--- config.mk ---
export PLATFORM = sky130hd
export DESIGN_NAME = zdos_trap_flat
export DESIGN_NICKNAME = d
export VERILOG_FILES = /design/src/rtl/zdos_trap_if.sv /design/src/rtl/zdos_trap.sv /design/src/flat_wrapper.sv
export SDC_FILE = /design/constraint.sdc
export NUM_CORES = 1
export LEC_CHECK = 0
export ABC_AREA = 1
export BUFFER_PORTS_ARGS = -buffer_cell sky130_fd_sc_hd__buf_2
export CAP_MARGIN = 20
export CORE_AREA = 2 2 39 41
export CTS_CLUSTER_SIZE = 24
export DETAILED_ROUTE_END_ITERATION = 7
export DIE_AREA = 0 0 41 43
export PLACE_DENSITY = 0.85
export REMOVE_ABC_BUFFERS = 1
export SLEW_MARGIN = 20
export SYNTH_ARGS = -nofsm -noshare
export SYNTH_HDL_FRONTEND = slang
export SYNTH_SLANG_ARGS = --single-unit
--- constraint.sdc ---
create_clock -name fclk -period 1.82 [get_ports fclk]
set_input_delay 0.091 -clock fclk [delete_from_list [all_inputs] [get_ports fclk]]
set_output_delay 0.091 -clock fclk [all_outputs]
set_load 0.05 [all_outputs]
--- src/rtl/zdos_trap_if.sv ---
// Bus bundle between the Z80 bus interface, the DOS flag register and zdos_trap.
// The master side drives the Z80 bus and the flag status. The slave side is the trap monitor.
interface zdos_trap_if;
  logic        m1_n;
  logic        mreq_n;
  logic [15:0] za;
  logic        rom48;
  logic        dos;
  logic        trap_en;
  logic        dos_turn_on;
  logic        dos_turn_off;
  logic        m1_active;

  modport master (
    output m1_n, mreq_n, za, rom48, dos, trap_en,
    input  dos_turn_on, dos_turn_off, m1_active
  );

  modport slave (
    input  m1_n, mreq_n, za, rom48, dos, trap_en,
    output dos_turn_on, dos_turn_off, m1_active
  );
endinterface

--- src/rtl/zdos_trap.sv ---
// Z80 opcode-fetch monitor that sequences the DOS paging flag.
// A fetch must be seen on QUAL_CYC consecutive synchronized samples before it is accepted.
// On acceptance the fetch address is latched and both trap conditions are evaluated.
// The turn-on pulse follows the latch. The turn-off pulse fires once M1 returns high.
module zdos_trap #(
  parameter logic [7:0]  ON_PAGE  = 8'h3D,
  parameter int unsigned QUAL_CYC = 2
) (
  input logic        fclk,
  input logic        rst_n,
  zdos_trap_if.slave bus
);

  localparam logic [2:0] QualCyc = 3'(QUAL_CYC);

  typedef enum logic [1:0] {StIdle, StQual, StActive, StEnd} state_e;

  state_e      state_q;
  logic [1:0]  m1_sync_q;
  logic [1:0]  mreq_sync_q;
  logic [2:0]  qcnt_q;
  logic [15:0] alat_q;
  logic        off_pend_q;
  logic        turn_on_q;
  logic        turn_off_q;
  logic        active_q;

  logic        m1s;
  logic        mreqs;
  logic        fetch;
  logic        on_cond;
  logic        off_cond;
  logic [2:0]  qcnt_inc;
  logic        qual_done;

  // Two-flop synchronizers for the asynchronous Z80 strobes; idle level is high.
  always_ff @(posedge fclk or negedge rst_n) begin
    if (!rst_n) begin
      m1_sync_q   <= 2'b11;
      mreq_sync_q <= 2'b11;
    end else begin
      m1_sync_q   <= {m1_sync_q[0], bus.m1_n};
      mreq_sync_q <= {mreq_sync_q[0], bus.mreq_n};
    end
  end

  // Fetch detection, qualify-count compare and the two trap conditions.
  always_comb begin
    m1s       = m1_sync_q[1];
    mreqs     = mreq_sync_q[1];
    fetch     = ~m1s & ~mreqs;
    qcnt_inc  = qcnt_q + 3'd1;
    // From IDLE qcnt is 0, so QUAL_CYC = 1 latches on the first fetch sample.
    qual_done = (qcnt_inc == QualCyc);
    on_cond   = bus.trap_en & ~bus.dos & bus.rom48 & (bus.za[15:8] == ON_PAGE);
    off_cond  = bus.trap_en & bus.dos & (bus.za[15:14] != 2'b00);
  end

  // Fetch sequencer. The pulses default low, so each one lasts exactly one fclk.
  always_ff @(posedge fclk or negedge rst_n) begin
    if (!rst_n) begin
      state_q    <= StIdle;
      qcnt_q     <= 3'd0;
      alat_q     <= 16'h0000;
      off_pend_q <= 1'b0;
      turn_on_q  <= 1'b0;
      turn_off_q <= 1'b0;
      active_q   <= 1'b0;
    end else begin
      turn_on_q  <= 1'b0;
      turn_off_q <= 1'b0;
      unique case (state_q)
        StIdle, StQual: begin
          if (!fetch) begin
            // A fetch that drops before qualifying is ignored entirely.
            state_q <= StIdle;
            qcnt_q  <= 3'd0;
          end else if (qual_done) begin
            qcnt_q     <= qcnt_inc;
            alat_q     <= bus.za;
            off_pend_q <= off_cond;
            turn_on_q  <= on_cond;
            active_q   <= 1'b1;
            state_q    <= StActive;
          end else begin
            qcnt_q  <= qcnt_inc;
            state_q <= StQual;
          end
        end
        StActive: begin
          if (m1s) begin
            turn_off_q <= off_pend_q;
            off_pend_q <= 1'b0;
            active_q   <= 1'b0;
            state_q    <= StEnd;
          end
        end
        StEnd: begin
          qcnt_q  <= 3'd0;
          state_q <= StIdle;
        end
      endcase
    end
  end

  assign bus.dos_turn_on  = turn_on_q;
  assign bus.dos_turn_off = turn_off_q;
  assign bus.m1_active    = active_q;

  // Disjoint address ranges and opposite dos conditions keep the pulses exclusive.
  assert property (@(posedge fclk) disable iff (!rst_n) !(turn_on_q && turn_off_q));

  // The latched address is the one presented on the latching edge.
  assert property (@(posedge fclk) disable iff (!rst_n) $rose(active_q) |-> alat_q == $past(bus.za));

endmodule

--- src/flat_wrapper.sv ---
// flat-port wrapper written by rule: the top's interface ports become plain ports
module zdos_trap_flat 
#(
  parameter logic [7:0]  ON_PAGE  = 8'h3D,
  parameter int unsigned QUAL_CYC = 2
)
  (fclk, rst_n, bus_m1_n, bus_mreq_n, bus_za, bus_rom48, bus_dos, bus_trap_en, bus_dos_turn_on, bus_dos_turn_off, bus_m1_active);
  zdos_trap_if bus_i ();
  input logic fclk;
  input logic rst_n;
  input wire logic [$bits(bus_i.m1_n)-1:0] bus_m1_n;
  input wire logic [$bits(bus_i.mreq_n)-1:0] bus_mreq_n;
  input wire logic [$bits(bus_i.za)-1:0] bus_za;
  input wire logic [$bits(bus_i.rom48)-1:0] bus_rom48;
  input wire logic [$bits(bus_i.dos)-1:0] bus_dos;
  input wire logic [$bits(bus_i.trap_en)-1:0] bus_trap_en;
  output wire logic [$bits(bus_i.dos_turn_on)-1:0] bus_dos_turn_on;
  output wire logic [$bits(bus_i.dos_turn_off)-1:0] bus_dos_turn_off;
  output wire logic [$bits(bus_i.m1_active)-1:0] bus_m1_active;
  assign bus_i.m1_n = bus_m1_n;
  assign bus_i.mreq_n = bus_mreq_n;
  assign bus_i.za = bus_za;
  assign bus_i.rom48 = bus_rom48;
  assign bus_i.dos = bus_dos;
  assign bus_i.trap_en = bus_trap_en;
  assign bus_dos_turn_on = bus_i.dos_turn_on;
  assign bus_dos_turn_off = bus_i.dos_turn_off;
  assign bus_m1_active = bus_i.m1_active;
  zdos_trap #(.ON_PAGE(ON_PAGE), .QUAL_CYC(QUAL_CYC)) u_core (.fclk(fclk), .rst_n(rst_n), .bus(bus_i));
endmodule
# [Yosys cells after proc, flatten, opt, wreduce, memory -nomap -nowiden]
# Cells that the tools add are included.
[word_totals] register_bits=13 output_inout_bits=3
[op_classes] addsub=1 n_bitwise=9 n_eq_ne=8 reduce_logical=6 muxes=18
[ops] operator="two-way mux 1 bit" count=10
[ops] operator="equality test 8 x 6 -> 1 bit, second input constant" count=1
[ops] operator="bitwise AND 1 bit" count=6
[ops] operator="two-way mux 2 bit" count=3
[ops] operator="inequality test 2 x 1 -> 1 bit, second input constant" count=3
[ops] operator="case mux 2 bit (3 select lines)" count=1
[ops] operator="case mux 3 bit (2 select lines)" count=1
[ops] operator="nonzero test 2 bit" count=3
[ops] operator="equality test 2 bit, second input constant" count=2
[ops] operator="case mux 1 bit (2 select lines)" count=2
[ops] operator="AND reduction 4 bit" count=1
[ops] operator="adder 3 x 1 -> 3 bit, second input constant" count=1
[ops] operator="equality test 3 x 2 -> 1 bit, second input constant" count=1
[ops] operator="two-way mux 3 bit" count=1
[ops] operator="NOT 1 bit" count=3
[ops] operator="equality test 2 x 1 -> 1 bit, second input constant" count=1
[ops] operator="zero test 2 bit" count=1
[ops] operator="OR reduction 2 bit" count=1

# [Logic depth before layout (Yosys ltp)]
[logic_depth] ltp_word=7 mapped_depth=8 depth_no_buf=8

# [Worst setup path after synthesis]
# Ideal clock, no wire load.
[synth_timing] path_kind="flip-flop to flip-flop" from="reg u_core.qcnt_q[0]" to="reg u_core.active_q (netlist: u_core.bus.m1_active)" path_slack_ns=0.689 arrival_ns=1.011 path_stages_with_launch=8 setup_time_ns=0.119 t_required_ns=1.701 period_less_slack_ns=1.131 path_cell_list="dfrtp_1 > ha_1 > nand2_1 > nand3_1 > nand2_1 > nand3_2 > nand2_1 > nand2_1"
[synth_via] elab_chain_len=4
[synth_rtl] element="from (decl)" line="zdos_trap.sv:21" text="logic [2:0] qcnt_q;"
[synth_rtl] element="from (signal assigned)" line="zdos_trap.sv:79" text="qcnt_q <= qcnt_inc;"
[synth_rtl] element="from (signal assigned)" line="zdos_trap.sv:86" text="qcnt_q <= qcnt_inc;"
[synth_rtl] element="adder 3 x 1 -> 3 bit" line="zdos_trap.sv:52" text="qcnt_inc = qcnt_q + 3'd1;"
[synth_rtl] element="equality test 3 x 2 -> 1 bit" line="zdos_trap.sv:54" text="qual_done = (qcnt_inc == QualCyc);"
[synth_rtl] element="inequality test 2 x 1 -> 1 bit (no line)"
[synth_rtl] element="AND reduction 4 bit (no line)"
[synth_rtl] element="to (signal assigned)" line="zdos_trap.sv:68" text="active_q <= 1'b0;"
[synth_rtl] element="to (signal assigned)" line="zdos_trap.sv:83" text="active_q <= 1'b1;"
[synth_rtl] element="to (signal assigned)" line="zdos_trap.sv:94" text="active_q <= 1'b0;"
[synth_rtl] element="to (decl)" line="zdos_trap.sv:26" text="logic active_q;"
# No other way between the ends.
# A chain may end at the register's enable or synchronous reset.

# [Worst setup path after layout]
# Same ends and word-level chain as after synthesis.

==> impl_metrics.sql <==
INSERT INTO impl_metrics (metric_group, metric, value, unit) VALUES
('global_routing', 'global_route_wire_length_before_repair', '1860', 'µm'),
('timing', 'slew_worst_pin', '0.283', 'ns'),
('clocking', 'cts_tree', 'built', ''),
('clocking', 'ctsLongestPathBuffers', '2', ''),
('pwr', 'power.density', '1290', 'nW/µm²'),
('final_layout', 'final_cell_count_no_fill', '103', ''),
('timing', 'hold_slack', '0.153', 'ns'),
('worst_setup_path', 'cp_slowest_cell', 'dfrtp_1', ''),
('die', 'die_width', '41', 'µm'),
('timing', 'rsz0062_at_grt', 'no', ''),
('detailed_routing', 'drtIter0Drc', '13', ''),
('synthesis', 'post_synth_inst_count', '63', ''),
('timing', 'clock-skew-final', '0.00108', 'ns'),
('synthesis', 'top_cell_type_s_share_of_synthesized_area', '0.390', ''),
('clocking', 'cts_buffers', '3', ''),
('detailed_routing', 'vias', '488', ''),
('detailed_routing', 'wl_met3', '39', 'µm'),
('timing', 'timing.final.max_slew_violations', '0', ''),
('worst_setup_path', 'worstPathArrival', '1.43', 'ns'),
('detailed_routing', 'route.final.wire_length', '1130', 'µm'),
('global_routing', 'via_count_of_the_first_global_routing_pass', '506', ''),
('clocking', 'skew_pair_late_insertion_delay', '0.27', 'ns'),
('worst_setup_path', 'crit_path_cell_trace', 'ha_1, nand2_1, nand3_1, nand2_1, nand3_2, nand2_1, nand2_1', ''),
('global_routing', 'grt_overflow', '0', ''),
('die', 'std_cell_rows', '14', ''),
('timing', 'timing.max_slew.rel_slack', '0.811', ''),
('detailed_routing', 'avgRoutedWirePerCell', '10.9', 'µm'),
('detailed_routing', 'detailedRoute.firstPassIterationCount', '2', ''),
('worst_setup_path', 'end_kind', 'flop', ''),
('placed_design', 'place_worst_setup_slack', '0.567', 'ns'),
('worst_setup_path', 'crit_path_max_fanout', '4', ''),
('clocking', 'numClockSinks', '13', ''),
('worst_setup_path', 'critPathLaunchType', 'flop', ''),
('final_layout', 'layout-drive-gt1-share', '0.322', ''),
('synthesis', 'syn_area', '578', 'µm²'),
('final_layout', 'n_antenna_cell', '0', ''),
('timing', 'clock.fmax', '791', 'MHz'),
('worst_setup_path', 'cp_slowest_stage_delay', '0.42', 'ns'),
('detailed_routing', 'drc_errors', '0', ''),
('run_status', 'outcome', 'completed', ''),
('synthesis', 'synthesis.yosys.warnings', '0', ''),
('hold_path', 'hp-class', 'in2reg', ''),
('worst_setup_path', 'critPathKind', 'reg2reg', ''),
('timing', 'worst_setup_slack_final', '0.557', 'ns'),
('global_routing', 'number_of_antenna_violations_at_the_first_check_in_global_routing', '0', ''),
('timing', 'period_share', '0.694', ''),
('pwr', 'power.static_leakage', '0.000386', 'µW'),
('global_routing', 'grt_use_total', '0.159', ''),
('pwr', 'ir_worst_vdd', '448', 'µV'),
('detailed_routing', 'route.detailed.vias_per_inst', '4.74', ''),
('synthesis', 'synth_largest_area_cell', 'dfrtp_1', ''),
('die', 'design.portCount', '26', ''),
('final_layout', 'num-nets-final', '113', ''),
('detailed_routing', 'm1WireLength', '453', 'µm'),
('placed_design', 'gp_congestion', '0.740', ''),
('synthesis', 'syn_area_per_cell', '9.18', 'µm²'),
('final_layout', 'mostFrequentLayoutCell', 'buf_2', ''),
('detailed_routing', 'top_layer', 'met3', ''),
('worst_setup_path', 'required', '1.98', 'ns'),
('die', 'starting_density', '0.418', ''),
('pwr', 'design_power_total', '957', 'µW'),
('timing', 'final-setup-viol-count', '0', ''),
('synthesis', 'yosys_register_bits', '13', ''),
('final_layout', 'commonest_cells_after_routing_fill_and_taps_aside', '17 x buf_2, 16 x nand2_1, 9 x dfrtp_1, 8 x nor2_1, 7 x inv_1', ''),
('final_layout', 'areaGrowthSynthToFinish', '27.9', '%'),
('detailed_routing', 'final_antenna_net_count', '0', ''),
('synthesis', 'seq_area_frac_synth', '0.571', ''),
('clocking', 'htree_levels', '1', ''),
('detailed_routing', 'wl_met2', '634', 'µm'),
('global_routing', 'grt_max_degree', '14', ''),
('worst_setup_path', 'timing.critical_path.mode_cell', 'nand2_1', '');
-- layout make-up --
class,count,area (µm²)
Sequential cell,13,330
Fill cell,123,644
Timing Repair Buffer,20,115
Inverter,7,26.3
Clock buffer,4,26.3
Tap cell,16,20.0
Multi-Input combinational cell,43,221
-- layer usage --
layer,track usage,up-vias
met1,0.173,226
met4,0.0600,0
met2,0.272,13
met5,0,-
li1,-,249
met3,0.0471,0
-- repair_timing --
item                       4_1_cts  5_1_grt
setup endpoints to repair        0        0
hold buffers                     3        0
hold endpoints to repair        15        0
-- state kept, by name, summed over array words and instances, names as in the netlist --
signal	flops
u_core.bus.dos_turn_on	1
u_core.bus.dos_turn_off	1
u_core.bus.m1_active	1
u_core.off_pend_q	1
u_core.qcnt_q	3
u_core.state_q	2
u_core.mreq_sync_q	2
u_core.m1_sync_q	2
-- cells in the mapped netlist --
master     n
nand2_1   16
dfrtp_1    9
nor2_1     8
inv_1      7
nand3_1    6
dfstp_2    4
a21oi_1    2
ha_1       2
nor2_2     2
o22ai_1    2
and3_1     1
nand2_4    1
nand3_2    1
nand3b_1   1
nand4_1    1
-- worst paths after layout --
check | from | to | slack [ns] | cells past startpoint
min | bus_za[9] | u_core.bus.dos_turn_on | 0.15 | 6
min reg2reg | u_core.m1_sync_q[0] | u_core.m1_sync_q[1] | 0.36 | 0
min in group asynchronous | rst_n | u_core.state_q[0] | 0.23 | 2
max | u_core.qcnt_q[0] | u_core.bus.m1_active | 0.56 | 7
max reg2reg | u_core.qcnt_q[0] | u_core.bus.m1_active | 0.56 | 7
max in group asynchronous | rst_n | u_core.mreq_sync_q[0] | 1.32 | 2
-- through the flow --
step,cell area [µm²],util
after global placement,683,0.494
final,739,0.534
after global routing,739,0.534
after detailed placement,683,0.494
after CTS,739,0.534
after floorplan,578,-
-- kinds of logic after synthesis --
| group | synth area share |
|---|---|
| buffers and inverters | 0.0455 |
| AND/OR/NAND/NOR | 0.301 |
| AO/OA/AOI/OAI | 0.0390 |
| adder cells (fa/ha/maj) | 0.0433 |
| flip-flops | 0.571 |
-- power breakdown --
group | switching (µW) | internal (µW) | total [µW]
combinational | 241 | 125 | 366
sequential | 53.2 | 361 | 414
clock | 92.2 | 84.8 | 177
-- worst max-delay path, delay by kind of cell, from the launching register on --
kind | cells | cell delay [ns]
simple gates | 6 | 0.49
flops | 1 | 0.42
fa+ha+maj | 1 | 0.24
Power figures use the tool's default switching activity.
